===== src/rtl/piso_pkg.sv =====
// Shared types and constants for the PISO serial transmitter.
// Optional feature macro: PISO_PARITY_EN (adds one even-parity bit period per frame).
package piso_pkg;

  typedef enum logic [1:0] {
    IDLE  = 2'd0,
    SHIFT = 2'd1,
    DONE  = 2'd2
  } state_t;

  localparam int DEF_WIDTH = 8;
  localparam int DEF_DIV   = 1;

  // Number of bit periods in one frame for a given data width.
  function automatic int frame_bits(input int width);
`ifdef PISO_PARITY_EN
    return width + 1;
`else
    return width;
`endif
  endfunction

endpackage


===== src/rtl/bit_tick_gen.sv =====
// Bit-period divider: emits a one-cycle tick every DIV clocks while not cleared.
// The tick lands in the last cycle of each bit period.
module bit_tick_gen #(
  parameter int DIV = 1
) (
  input  logic clk,
  input  logic rst,
  input  logic clear,
  output logic tick
);

  localparam int            CW   = (DIV > 1) ? $clog2(DIV) : 1;
  localparam logic [CW-1:0] LAST = CW'(DIV - 1);

  logic [CW-1:0] cnt;

  // Divider counter: held at zero while cleared, wraps LAST -> 0 on each tick.
  always_ff @(posedge clk) begin
    if (rst || clear) begin
      cnt <= '0;
    end else if (cnt == LAST) begin
      cnt <= '0;
    end else begin
      cnt <= cnt + CW'(1);
    end
  end

  assign tick = !clear && (cnt == LAST);

endmodule


===== src/rtl/piso_shift_transmitter.sv =====
// Parallel-in/serial-out transmitter, MSB first, one bit per DIV clocks, with a
// receiver sample strobe per bit and a one-cycle done pulse after the frame.
// Optional feature macro: PISO_PARITY_EN (extra trailing even-parity bit).
module piso_shift_transmitter
  import piso_pkg::*;
#(
  parameter int WIDTH = DEF_WIDTH,
  parameter int DIV   = DEF_DIV
) (
  input  logic             clk,
  input  logic             rst,
  input  logic             load_valid,
  output logic             load_ready,
  input  logic [WIDTH-1:0] load_data,
  output logic             serial_out,
  output logic             bit_strobe,
  output logic             busy,
  output logic             done
);

  localparam int            N        = frame_bits(WIDTH);
  localparam int            BW       = $clog2(N);
  localparam logic [BW-1:0] LAST_BIT = BW'(N - 1);

  state_t        state;
  state_t        state_nx;
  logic [N-1:0]  sreg;
  logic [N-1:0]  frame_word;
  logic [BW-1:0] bit_cnt;
  logic          tick;
  logic          accept;

`ifdef PISO_PARITY_EN
  // Parity bit rides in the LSB so it leaves after the last data bit.
  assign frame_word = {load_data, ^load_data};
`else
  assign frame_word = load_data;
`endif

  // Words are only taken in IDLE; anything offered mid-frame is dropped.
  assign accept = load_valid && (state == IDLE);

  bit_tick_gen #(
    .DIV (DIV)
  ) u_tick (
    .clk   (clk),
    .rst   (rst),
    .clear (state != SHIFT),
    .tick  (tick)
  );

  // State register plus shift register and bit counter.
  always_ff @(posedge clk) begin
    if (rst) begin
      state   <= IDLE;
      sreg    <= '0;
      bit_cnt <= '0;
    end else begin
      state <= state_nx;
      if (accept) begin
        sreg    <= frame_word;
        bit_cnt <= '0;
      end else if (tick) begin
        sreg    <= {sreg[N-2:0], 1'b0};
        bit_cnt <= bit_cnt + BW'(1);
      end
    end
  end

  // Next-state and Moore-style outputs; serial line is quiet outside SHIFT.
  always_comb begin
    state_nx   = state;
    load_ready = 1'b0;
    busy       = 1'b0;
    done       = 1'b0;
    serial_out = 1'b0;
    bit_strobe = 1'b0;
    case (state)
      IDLE: begin
        load_ready = 1'b1;
        if (load_valid) state_nx = SHIFT;
      end
      SHIFT: begin
        busy       = 1'b1;
        serial_out = sreg[N-1];
        bit_strobe = tick;
        if (tick && (bit_cnt == LAST_BIT)) state_nx = DONE;
      end
      DONE: begin
        busy     = 1'b1;
        done     = 1'b1;
        state_nx = IDLE;
      end
      default: state_nx = IDLE;
    endcase
  end

endmodule


===== config.mk =====
export PLATFORM = sky130hd
export DESIGN_NAME = piso_shift_transmitter
export DESIGN_NICKNAME = d
export VERILOG_FILES = /design/src/rtl/piso_pkg.sv /design/src/rtl/bit_tick_gen.sv /design/src/rtl/piso_shift_transmitter.sv
export SDC_FILE = /design/constraint.sdc
export NUM_CORES = 1
export LEC_CHECK = 0
export ABC_AREA = 1
export BUFFER_PORTS_ARGS = -buffer_cell sky130_fd_sc_hd__buf_2
export CORE_MARGIN = 4
export CORE_UTILIZATION = 50
export DETAILED_ROUTE_END_ITERATION = 10
export GPL_ROUTABILITY_DRIVEN = 0
export PLACE_DENSITY = 0.74
export RECOVER_POWER = 25
export SLEW_MARGIN = 0
export SYNTH_ARGS = -nofsm -noshare
export SYNTH_HDL_FRONTEND = slang
export SYNTH_SLANG_ARGS = --single-unit

===== constraint.sdc =====
create_clock -name clk -period 2.2 [get_ports clk]
set_clock_uncertainty 0.2 [all_clocks]
set_input_delay 0 -clock clk [delete_from_list [all_inputs] [get_ports clk]]
set_output_delay 0 -clock clk [all_outputs]
set_load 0.01 [all_outputs]

---- Word-level counts from Yosys, hierarchy flattened ----
Cells that the tools add are included.
operators by class
  add/subtract/negate cells ............... 2
  multiply operators ...................... 0
  div/mod/pow operators ................... 0
  magnitude comparators ................... 0
  equality and inequality tests ........... 6
  shift operators ......................... 0
  multiplexer cells ....................... 10
  bitwise gates (word level) .............. 1
  reductions and logical operators ........ 11
operators with widths
  operator                                               count
  2-to-1 mux 8 bit                                       2
  OR reduction 2 bit                                     3
  2-to-1 mux 1 bit                                       5
  2-to-1 mux 2 bit                                       2
  inequality test 2 bit, second input constant           2
  case mux 2 bit (2 select lines)                        1
  adder 3 x 1 -> 3 bit, second input constant            1
  == test 3 bit, second input constant                   1
  logical AND 1 bit                                      3
  == test 2 x 1 -> 1 bit, second input constant          1
  == test 2 bit, second input constant                   1
  logical NOT 2 bit                                      1
  inequality test 2 x 1 -> 1 bit, second input constant  1
  AND reduction 2 bit                                    1
  nonzero test 2 bit                                     1
  adder 1 bit, second input constant                     1
  logical NOT 1 bit                                      1
  logical OR 1 bit                                       1
  NOT 1 bit                                              1
word-level totals
  register bits after elaboration ......... 14
  bits in latches ......................... 0
  RAM bits ................................ 0
  ROM bits ................................ 0
  input port bits ......................... 11
  word-level logic and storage cells ...... 34
  memories ................................ 0

---- Depth between registers and ports, before layout ----
Gate-level depths: netlist of run 1.
  depth in word-level cells ............... 6
  gate-level depth with buffers ........... 8
  mapped depth without buffers ............ 8

---- By module ----
Synthesis of run 1 repeated with hierarchy kept, for this count alone.
unflattened totals
  cells, all modules ...................... 87
  area total of the unflattened synthesis .. 681.9 µm²
modules (own cells, without submodules)
  module                  instances  cells an instance  area each (µm²)  seq. area each (µm²)
  piso_shift_transmitter  1          84                 654.4            260.2
  bit_tick_gen            1          3                  27.5             20.0

---- Worst setup path before layout of run 1 ----
OpenSTA, ideal clock, no wires.
  path kind ............................... register to register
  start ................................... register state[0]
  end ..................................... register sreg[4]
  setup time .............................. 0.116 ns
  data arrival time ....................... 1.180 ns
  required time ........................... 1.884 ns
  path slack .............................. 0.704 ns
  cell stages (with the launch flop) ...... 9
  buffers on the path ..................... 0
  path through ............................ dfxtp_1 -> inv_1 -> ha_1 -> nand2_4 -> inv_4 -> nor2_1 -> nor2_2 -> nand2_1 -> o21ai_2
between the ends
  word-level cells in the longest chain between the ends .. 4
RTL lines
  what                            RTL line                      text
  start: declaration              piso_shift_transmitter.sv:25  state_t state;
  start signal: assignment        piso_shift_transmitter.sv:59  state <= state_nx;
  inequality test 2 x 1 -> 1 bit  piso_shift_transmitter.sv:48  .clear (state != SHIFT),
  logical NOT 1 bit               bit_tick_gen.sv:28            assign tick = !clear && (cnt == LAST);
  logical AND 1 bit               bit_tick_gen.sv:28
  nonzero test 2 bit (no line)    --
  end signal: assignment          piso_shift_transmitter.sv:61  sreg <= frame_word;
  end signal: assignment          piso_shift_transmitter.sv:64  sreg <= {sreg[N-2:0], 1'b0};
  end: declaration                piso_shift_transmitter.sv:27  logic [N-1:0] sreg;
Several ways; a longest one is shown, not always the timed one.
A chain may end at the register's enable or synchronous reset.

---- Final worst setup path of run 1 ----
  start ................................... register state[0]
  end ..................................... register sreg[2]
Same word-level chain as after synthesis.

==> results of run 1 <==
[report_power, final]
part	switching (mW)	internal (mW)	total, mW
Sequential	0.0142	0.275	0.289
Clock	0.0909	0.101	0.192
Combinational	0.106	0.0770	0.183
Total	0.212	0.452	0.664
[critical path: stages, from the launching register on]
cell and delay (ns):
sky130_fd_sc_hd__dfxtp_1 0.39, sky130_fd_sc_hd__inv_1 0.08, sky130_fd_sc_hd__ha_1 0.29, sky130_fd_sc_hd__nand2_4 0.17, sky130_fd_sc_hd__nand2_8 0.10, sky130_fd_sc_hd__inv_2 0.09
sky130_fd_sc_hd__nand2_1 0.06, sky130_fd_sc_hd__a21oi_2 0.10, sky130_fd_sc_hd__dlygate4sd3_1 0.55
[placed cells by master, fill, tap and decap left out]
cell	synthesis	routed
sky130_fd_sc_hd__a21oi_1	5	5
sky130_fd_sc_hd__a21oi_2	4	4
sky130_fd_sc_hd__buf_2	1	12
sky130_fd_sc_hd__clkbuf_1	0	3
sky130_fd_sc_hd__clkbuf_4	0	3
sky130_fd_sc_hd__clkbuf_8	0	1
sky130_fd_sc_hd__conb_1	1	1
sky130_fd_sc_hd__dfxtp_1	14	14
sky130_fd_sc_hd__dlygate4sd3_1	0	13
sky130_fd_sc_hd__ha_1	6	6
sky130_fd_sc_hd__inv_1	8	8
sky130_fd_sc_hd__inv_2	2	2
sky130_fd_sc_hd__inv_4	1	1
sky130_fd_sc_hd__nand2_1	31	31
sky130_fd_sc_hd__nand2_2	3	3
sky130_fd_sc_hd__nand2_4	2	2
sky130_fd_sc_hd__nand2_8	1	1
sky130_fd_sc_hd__nand3_1	4	4
sky130_fd_sc_hd__nand3_2	1	1
sky130_fd_sc_hd__nor2_1	2	2
sky130_fd_sc_hd__nor2_2	4	4
sky130_fd_sc_hd__nor3_1	2	2
sky130_fd_sc_hd__nor3_2	2	2
sky130_fd_sc_hd__o21ai_0	2	2
sky130_fd_sc_hd__o21ai_2	1	1
sky130_fd_sc_hd__xor2_1	1	1
[final timing paths]
check	startpoint	end	cells after the start
max	state[0]	sreg[2]	8
min	sreg[3]	sreg[3]	2
max reg2reg	state[0]	sreg[2]	8
min reg2reg	sreg[3]	sreg[3]	2
[metal layers]
| layer | track usage (%) | vias to the layer above | wire length, um |
|---|---|---|---|
| met5 | 0 | - | 0 |
| met4 | 4.972 | 0 | 13 |
| li1 | - | 369 | - |
| met3 | 3.448 | 2 | 50 |
| met2 | 32.52 | 14 | 864 |
| met1 | 20.97 | 326 | 698 |
[repair_timing]
item / CTS / global route
buffers inserted: 0 / 0
hold endpoints to repair: 10 / 0
hold buffers: 13 / 0
resized for setup: 0 / 0
[stage by stage]
stage	cells	utilization (%)	setup slack (ns)	hold slack, ns
CTS	144	74.73	0.1261	0.2824
finish	144	74.45	0.1024	0.2797
global route	144	74.45	0.01024	0.3085
detailed placement	127	62.55	0.6429	0.05208
floorplan	98	-	0.7038	-0.06183
global placement	127	62.55	0.6983	0.06379
[registers in the layout, summed over array words and instances (netlist names)]
name,flops
sreg,8
u_tick.cnt,1
state,2
bit_cnt,3
[logic make-up after synthesis]
family                     after synthesis  synth area share, %
adders and majority gates                6                9.804
and+or+nand+nor                         52                35.29
other                                    1               0.4897
buffers and inverters                   12                6.373
xor gates and xnor gates                 1                1.144
DFF                                     14                36.60
AOI/OAI and AO/OA                       12                10.29
[area by class of cell]
| class | count | area (um2) | share of cell area [%] |
|---|---|---|---|
| clock buffers | 4 | 36.28 | 3.567 |
| inverters | 11 | 43.79 | 4.305 |
| well taps | 15 | 18.77 | 1.845 |
| repair buffers | 28 | 201.4 | 19.80 |
| multi-input cells | 72 | 436.7 | 42.93 |
| flip-flops and latches | 14 | 280.3 | 27.55 |
==> metrics.txt, run 1 <==
CTS tree done; leading register cell type out of synthesis sky130_fd_sc_hd__dfxtp_1; share of the yosys chip area belonging to registers approximately 37%; nets 147; category of the most critical setup path flip-flop to flip-flop; die height 47.14 um; clock latency reported for the late side of the worst-skew pair around 0.28 ns; top post-synthesis cells by count sky130_fd_sc_hd__nand2_1 (31), sky130_fd_sc_hd__dfxtp_1 (14), sky130_fd_sc_hd__inv_1 (8); antenna violations before repair 0; number of global-route vias before repair roughly 670; post-route DRC violation count 0; fill cell count 107; die area 2222 um2; crit end category flip-flop; placed cell areas 854.6 um2; number of placed I/O pins 16; number of endpoints failing setup at the final stage 0; proportion of synthesized flip-flops having asynchronous set or reset 0%; Mapped Area between 700 and 800 um2; DR vias 711; H-tree levels 1; DR WL/cell 11.30 um; number of CTS-inserted buffers 3; post-route cell area approximately 1000 um2; Hold Path Class flip-flop to flip-flop; violation count after the first detailed-route iteration 14; effective utilization at floorplan between 50% and 60%; dominant cell type by area after synthesis sky130_fd_sc_hd__dfxtp_1; Final Total Pwr between 0.6 and 0.7 mW; maximum number of pins on one net before global-route repair 10; fraction of layout cells with a size suffix above 1 28.68%; aggregate global routing overflow 0; total power density per cell area roughly 650 nW/um2; Max Transition Viols Final 0; setup tns final 0 ns; post-synthesis area per instance between 7 and 8 um2; floorplan core area 1366 um2; count of flip-flops with a built-in enable after synthesis 0; antenna violation net count after detailed routing 0; top-count cell post-synth sky130_fd_sc_hd__nand2_1; required time at the endpoint of the critical path roughly 2.2 ns; upper clock frequency limit roughly 480 MHz; total of max-cap violations 0; CP Launch Type flip-flop; clk sink count 14; Cell variety after synth 22; number of warnings printed during yosys synthesis 0; critical path fanouts, max 9; area growth from synthesis to layout 32.84%; input/output buffers 15; setup slack of the worst register-to-register path 0.10 ns; overall routed net length around 1600 um; share of Yosys cell area claimed by the top area cell type 36.60%; status finished clean; shortest period the worst path allows between 2 and 2.5 ns; count of endpoints failing hold in the final timing report 0; portion of the clock cycle consumed by the worst path in the final layout 95.35%; Synth Register Bits 14; unrepaired setup endpoints after global routing no; first-pass GRT wire length 2822 um; clock transition time at the flip-flop clock pins of the worst setup and hold paths 0.09 ns; root buffer cell sky130_fd_sc_hd__clkbuf_4; CTS Buffer Depth 2; number of antenna cells inserted 0; Final HPWL DP roughly 1100 um; largest cells by area after synthesis sky130_fd_sc_hd__dfxtp_1 (37%), sky130_fd_sc_hd__nand2_1 (15%), sky130_fd_sc_hd__ha_1 (9.8%), sky130_fd_sc_hd__a21oi_2 (4.6%), sky130_fd_sc_hd__inv_1 (3.9%); number of nets produced by synthesis about 120; standby leakage power ~0.47 nW; data arrival at the endpoint of the critical path 2.13 ns; Post-Synthesis Cells about 100; first drt pass iteration count 5; Vias per Instance 4.938; # rows 13; peak supply drop 0.3548 mV; overall fraction of global-route tracks in use about 18%; Die Width 47.14 um
Power figures use the tool's default switching activity.
==> run 2: changes to the inputs <==
GPL_TIMING_DRIVEN = 0   (was unset)
==> metrics.txt, run 2 (synthesis results as in run 1) <==
cells along the critical path inv_1 -> ha_2 -> nand2_4 -> nand2_8 -> inv_2 -> nand2_1 -> a21oi_2 -> dlygate4sd3_1; setup slack at placement 0.6341 ns (-0.008771 ns); maximum number of pins on one net before global-route repair 10 (unchanged); nets 147 (unchanged); number of placed I/O pins 16 (unchanged); critical path fanouts, max 9 (unchanged); Biggest register sreg; largest registers ranked by flip-flop count sreg: 8 flops, bit_cnt: 3 flops, state: 2 flops; count of endpoints failing hold in the final timing report 0 (unchanged); total power density per cell area 611.5 nW/um2 (-6.3%); required time at the endpoint of the critical path 2.17 ns (-0.06 ns); crit end category flip-flop; category of the most critical setup path flip-flop to flip-flop; H-tree levels 1 (unchanged); reg-to-reg critical path endpoint sreg[2]; commonest non-fill, non-tap cell in the layout sky130_fd_sc_hd__nand2_1; standby leakage power 0.4659 nW (-1.3%); floorplan core area 1366 um2 (unchanged); Top Metal Used met4; portion of the clock cycle consumed by the worst path in the final layout 91.96% (-3.4 points); setup tns final 0 ns (unchanged); unrepaired setup endpoints after global routing no; Hold Path Class flip-flop to flip-flop; die height 47.14 um (unchanged); DR WL/cell 11.34 um (+0.33%); violation count after the first detailed-route iteration 9 (-5); CTS tree done; overall routed net length 1621 um (-0.37%); first drt pass iteration count 4 (-1); shortest period the worst path allows 2.023 ns (-0.07456 ns); number of CTS-inserted buffers 3 (unchanged); effective utilization at floorplan 56.04% (unchanged); hold depth 2 (unchanged); clk sink count 14 (unchanged); aggregate global routing overflow 0 (unchanged); Die Width 47.14 um (unchanged); CP max-delay cell sky130_fd_sc_hd__dlygate4sd3_1; setup slack of the worst register-to-register path 0.18 ns (+0.07 ns); CTS Buffer Depth 2 (unchanged); met3 WL post-DR 42 um (-16%); data arrival at the endpoint of the critical path 1.99 ns (-0.14 ns); worst-case setup margin in the final layout 0.1769 ns (+0.07456 ns); clock latency reported for the late side of the worst-skew pair 0.27 ns (about the same); Vias per Instance 4.790 (-3.0%); number of antenna cells inserted 0 (unchanged); Post-CTS Setup Inserts 0 (unchanged); upper clock frequency limit 494.3 MHz (+3.7%); Max Transition Viols Final 0 (unchanged); number of endpoints failing setup at the final stage 0 (unchanged); clock transition time at the flip-flop clock pins of the worst setup and hold paths 0.08 ns (about the same); antenna violations before repair 0 (unchanged); CP Launch Type flip-flop; final cell utilization of the core 73.72% (-0.73 points); beginning of the worst register-to-register path state[1]; Metal-1 WL 657 um (-5.9%); peak supply drop 0.4890 mV (+38%); # rows 13 (unchanged); post-route DRC violation count 0 (unchanged); most used cells in the layout excluding fill and tap cells sky130_fd_sc_hd__nand2_1 (31), sky130_fd_sc_hd__dfxtp_1 (14), sky130_fd_sc_hd__buf_2 (13), sky130_fd_sc_hd__dlygate4sd3_1 (13), sky130_fd_sc_hd__inv_1 (8); total of max-cap violations 0 (unchanged); crit-path max cell delay 0.55 ns (about the same); Worst Reg2Reg Path Length in Cells 8 (unchanged); antenna violation net count after detailed routing 0 (unchanged); Final HPWL DP 1054 um (-6.9%); area growth from synthesis to layout 31.54%; worst hold path endpoint sreg[4]; DR vias 685 (-3.7%); input/output buffers 14 (-1); die area 2222 um2 (unchanged); met2 routed WL 868 um (+0.46%); root buffer cell sky130_fd_sc_hd__clkbuf_4; fraction of layout cells with a size suffix above 1 29.69% (+1.0 points); Final Total Pwr 0.6159 mW (-7.2%); Hold Path Origin sreg[3]; status finished clean; first-pass GRT wire length 2649 um (-6.1%); number of global-route vias before repair 644 (-3.2%); overall fraction of global-route tracks in use 17.47% (-0.35 points); flip-flop count of the largest register, all copies and words added 8 (unchanged); worst hold margin 0.2730 ns (-0.006704 ns)
[run 2: worst max path at each step]
stage	startpoint	to	cells past startpoint
2_1_floorplan	state[0]	sreg[4]	8
3_5_place_dp	state[0]	sreg[4]	8
6_report	state[1]	sreg[2]	8
5_1_grt	state[0]	sreg[2]	8
4_1_cts	state[1]	sreg[2]	8
3_3_place_gp	state[0]	sreg[4]	8
[run 2: timing repair]
action | CTS | global route
hold buffers | 13 | 0
resized for setup | 0 | 1
hold endpoints to repair | 10 | 0
endpoints found under the setup margin | 0 | 1
[run 2: power breakdown]
| part | leakage [nW] | switching [mW] | total [mW] | internal [mW] |
|---|---|---|---|---|
| Sequential | 0.115 | 0.0137 | 0.289 | 0.275 |
| Clock | 0.0138 | 0.0791 | 0.142 | 0.0634 |
| Combinational | 0.337 | 0.106 | 0.185 | 0.0788 |
| Total | 0.466 | 0.199 | 0.616 | 0.417 |
[run 2: cell type report]
type	instances	area (um2)
tap	15	18.77
multi-input combinational	72	439.2
buffer	1	5.005
sequential	14	280.3
clock buffer	3	22.52
inverter	11	43.79
timing repair buffer	27	197.7
fill	110	359.1
[run 2: layer usage]
metal / GRT usage, % / vias up
li1: - / 369
met1: 19.03 / 301
met2: 31.98 / 9
met3: 3.448 / 6
met4: 8.287 / 0
met5: 0 / -
[run 2: metrics by stage]
stage,instance area [um2],instances
2_1_floorplan,765.7,98
3_3_place_gp,854.6,127
3_5_place_dp,854.6,127
4_1_cts,1007,143
5_1_grt,1007,143
6_report,1007,143
[run 2: critical path: cells and delay by family, from the launching register on]
family / cells / cell delay [ns]
buffers and inverters: 3 / 0.72
adder cells (fa/ha/maj): 1 / 0.26
flip-flops: 1 / 0.34
AND/OR/NAND/NOR: 3 / 0.34
AO/OA/AOI/OAI: 1 / 0.05
==> run 3: changes to the inputs <==
ABC_AREA = unset   (was 1)
CORE_AREA = 4 4 41 43   (was unset)
CORE_MARGIN = unset   (was 4)
CORE_UTILIZATION = unset   (was 50)
DIE_AREA = 0 0 45 47   (was unset)
PLACE_DENSITY = 0.78   (was 0.74)
SYNTH_HIERARCHICAL = 1   (was unset)
==> metrics.txt, run 3 <==
crit end category flip-flop; WP buf/inv 5 (+2); crit-path max cell delay 0.55 ns (about the same); clock latency reported for the late side of the worst-skew pair 0.27 ns (about the same); final cell utilization of the core 71.83% (-1.9 points); overall fraction of global-route tracks in use 15.21% (-2.3 points); antenna violation net count after detailed routing 0 (unchanged); switching part of the total 28.86% (-3.4 points); # rows 13 (unchanged); area used by sequential logic in the layout 280.3 um2 (unchanged); number of CTS-inserted buffers 3 (unchanged); count of endpoints failing hold in the final timing report 0 (unchanged); share of the yosys chip area belonging to registers 40.07% (+3.5 points); Mapped Area 699.4 um2 (-8.7%); Die Width 45 um (-4.5%); reg-to-reg critical path endpoint bit_cnt[0]; nets 119 (-19%); post-synthesis area per instance 9.851 um2 (+26%); count of flip-flops with a built-in enable after synthesis 0 (unchanged); Biggest register sreg; largest registers ranked by flip-flop count sreg: 8 flops, bit_cnt: 3 flops, state: 2 flops; violation count after the first detailed-route iteration 4 (-5); placed cell count 101 (-20%); Max Transition Viols Final 0 (unchanged); cells along the critical path inv_1 -> ha_4 -> inv_1 -> nor2_1 -> buf_6 -> buf_12 -> xnor2_1 -> nor3_1 -> dlygate4sd3_1; die area 2115 um2 (-4.8%); H-tree levels 1 (unchanged); Vias per Instance 5.104 (+6.6%); cell family contributing the most delay on the critical path buffers and inverters; setup slack of the worst register-to-register path 0.12 ns (-0.06 ns); fill cell count 110 (unchanged); total of max-cap violations 0 (unchanged); number of global-route vias before repair 599 (-7.0%); DR WL/cell 11.93 um (+5.2%); setup tns final 0 ns (unchanged); DR vias 587 (-14%); commonest non-fill, non-tap cell in the layout sky130_fd_sc_hd__dfxtp_1; Final HPWL DP 953.9 um (-9.5%); CTS Buffer Depth 2 (unchanged); Flop pwr share 49.2% (+2.4 points); number of antenna cells inserted 0 (unchanged); share of Yosys cell area claimed by the top area cell type 40.07% (+3.5 points); peak supply drop 0.5518 mV (+13%); number of warnings printed during yosys synthesis 6 (+6); Post-Synthesis Cells 71 (-28%); flip-flop count of the largest register, all copies and words added 8 (unchanged); largest cells by area after synthesis sky130_fd_sc_hd__dfxtp_1 (40%), sky130_fd_sc_hd__mux2i_1 (13%), sky130_fd_sc_hd__ha_1 (11%), sky130_fd_sc_hd__a211oi_1 (8.6%), sky130_fd_sc_hd__nor2_1 (4.3%); Synth Register Bits 14 (unchanged); CP max-delay cell sky130_fd_sc_hd__dlygate4sd3_1; standby leakage power 0.3959 nW (-15%); portion of the clock cycle consumed by the worst path in the final layout 94.50% (+2.5 points); Final Non-Filler Cells 115 (-20%); antenna violations before repair 0 (unchanged); input/output buffers 15 (+1); fraction of layout cells with a size suffix above 1 21.00% (-8.7 points); number of placed I/O pins 16 (unchanged); number of nets produced by synthesis 88 (-23%); Worst Reg2Reg Path Length in Cells 9 (+1); unrepaired setup endpoints after global routing no; category of the most critical setup path flip-flop to flip-flop; proportion of synthesized flip-flops having asynchronous set or reset 0% (unchanged); first-pass GRT wire length 2325 um (-12%); total power density per cell area 641.1 nW/um2 (+4.8%); cell-internal power 0.4263 mW (+2.2%); die height 47 um (-0.29%); Hold Path Origin rst; Hold Path Class primary input to flip-flop; beginning of the worst register-to-register path state[1]; area growth from synthesis to layout 33.63%; status finished clean; hold depth 3 (+1); worst hold path endpoint bit_cnt[2]; CP Launch Type flip-flop; root buffer cell sky130_fd_sc_hd__clkbuf_4; relative contribution of the clock network to total power 23.0% (about the same); area of the multi-input gates 374.1 um2 (-15%); shortest period the worst path allows 2.079 ns (+0.05593 ns); Cell variety after synth 22 (unchanged); CTS tree done; data arrival at the endpoint of the critical path 2.04 ns (+0.05 ns); clock transition time at the flip-flop clock pins of the worst setup and hold paths 0.07 ns (about the same); clk sink count 14 (unchanged); Critical Path Most Common Cell sky130_fd_sc_hd__inv_1; top-count cell post-synth sky130_fd_sc_hd__dfxtp_1; most used cells in the layout excluding fill and tap cells sky130_fd_sc_hd__dfxtp_1 (14), sky130_fd_sc_hd__buf_2 (12), sky130_fd_sc_hd__dlygate4sd3_1 (11); overall routed net length 1372 um (-15%); effective utilization at floorplan 53.75% (-2.3 points); aggregate global routing overflow 0 (unchanged); first drt pass iteration count 4 (unchanged); leading register cell type out of synthesis sky130_fd_sc_hd__dfxtp_1; floorplan core area 1301 um2 (-4.8%); required time at the endpoint of the critical path 2.16 ns (about the same); top post-synthesis cells by count sky130_fd_sc_hd__dfxtp_1 (14), sky130_fd_sc_hd__mux2i_1 (9), sky130_fd_sc_hd__a211oi_1 (8), sky130_fd_sc_hd__nor2_1 (8), sky130_fd_sc_hd__ha_1 (6); maximum number of pins on one net before global-route repair 11 (+1); post-route DRC violation count 0 (unchanged); upper clock frequency limit 481.0 MHz (-2.7%); number of endpoints failing setup at the final stage 0 (unchanged); critical path fanouts, max 10 (+1); dominant cell type by area after synthesis sky130_fd_sc_hd__dfxtp_1; switching power 0.1729 mW (-13%); combinational cell fraction of total power 27.8% (-2.2 points)
run 3: cell types whose count changed in the layout (fill, tap and decap cells not counted), moves of 3 or more:
cell                       change
sky130_fd_sc_hd__nand2_1      -29
sky130_fd_sc_hd__mux2i_1       +9
sky130_fd_sc_hd__a211oi_1      +8
sky130_fd_sc_hd__nor2_1        +6
sky130_fd_sc_hd__a21oi_2       -4
sky130_fd_sc_hd__inv_1         -4
sky130_fd_sc_hd__nor2_2        -4
sky130_fd_sc_hd__nand2_2       -3
sky130_fd_sc_hd__nand3_1       -3
run 3: routing by layer:
| layer | global-route usage, % | vias up | routed length (um) |
|---|---|---|---|
| li1 | - | 302 | - |
| met1 | 16.28 | 268 | 612 |
| met5 | 0 | - | 0 |
| met3 | 4.598 | 4 | 71 |
| met2 | 28.25 | 13 | 666 |
| met4 | 5.263 | 0 | 21 |
run 3: worst max path at each step:
stage	startpoint	end	slack, ns	cells past startpoint
6_report	state[1]	bit_cnt[0]	0.12	9
3_3_place_gp	state[1]	sreg[2]	0.53	8
3_5_place_dp	state[1]	sreg[7]	0.49	8
4_1_cts	state[1]	bit_cnt[0]	0.06	9
5_1_grt	state[1]	bit_cnt[0]	0.03	9
2_1_floorplan	state[1]	sreg[2]	0.67	8
run 3: final cells by class:
class | instances | share of cell area (%)
plain buffers | 4 | 4.552
clock buffers | 3 | 2.410
well taps | 15 | 2.008
flip-flops and latches | 14 | 29.99
repair buffers | 26 | 19.41
inverters | 4 | 1.606
multi-input cells | 49 | 40.03
run 3: worst min-delay path, stage by stage:
cell and delay (ns):
sky130_fd_sc_hd__dlygate4sd3_1 0.51, sky130_fd_sc_hd__buf_2 0.13, sky130_fd_sc_hd__nor3_1 0.05
run 3: cell families after synthesis:
| group | Yosys count | synth area share, % |
|---|---|---|
| buffers and inverters | 8 | 8.228 |
| AND/OR/NAND/NOR | 19 | 13.06 |
| AO/OA/AOI/OAI | 13 | 13.24 |
| flip-flops | 14 | 40.07 |
| XOR/XNOR | 1 | 1.252 |
| other | 1 | 0.5362 |
| multiplexers | 9 | 12.88 |
| adder cells (fa/ha/maj) | 6 | 10.73 |
run 3: through the flow:
stage | hold WS (ns) | instance area [um2] | power, mW | setup slack, ns
floorplan | -0.1227 | 699.4 | 0.4083 | 0.6735
global placement | 0.01117 | 793.3 | 0.4438 | 0.5276
detailed placement | 0.01860 | 793.3 | 0.4502 | 0.4871
CTS | 0.2641 | 925.9 | 0.6037 | 0.06213
global route | 0.2721 | 934.6 | 0.6387 | 0.02829
finish | 0.2604 | 934.6 | 0.5992 | 0.1210
run 3: power groups by stage:
stage | registers [mW] | logic (mW) | clock network [mW]
floorplan | 0.295 | 0.113 | 0
global placement | 0.298 | 0.145 | 0
detailed placement | 0.300 | 0.150 | 0
CTS | 0.294 | 0.167 | 0.143
global route | 0.298 | 0.187 | 0.154
finish | 0.295 | 0.167 | 0.138
run 3: repair_timing:
action                     in CTS  in global routing
hold endpoints to repair       13                  0
setup buffers                   0                  0
gates resized for setup         0                  2
setup endpoints to repair       0                  1
hold buffers                   11                  0
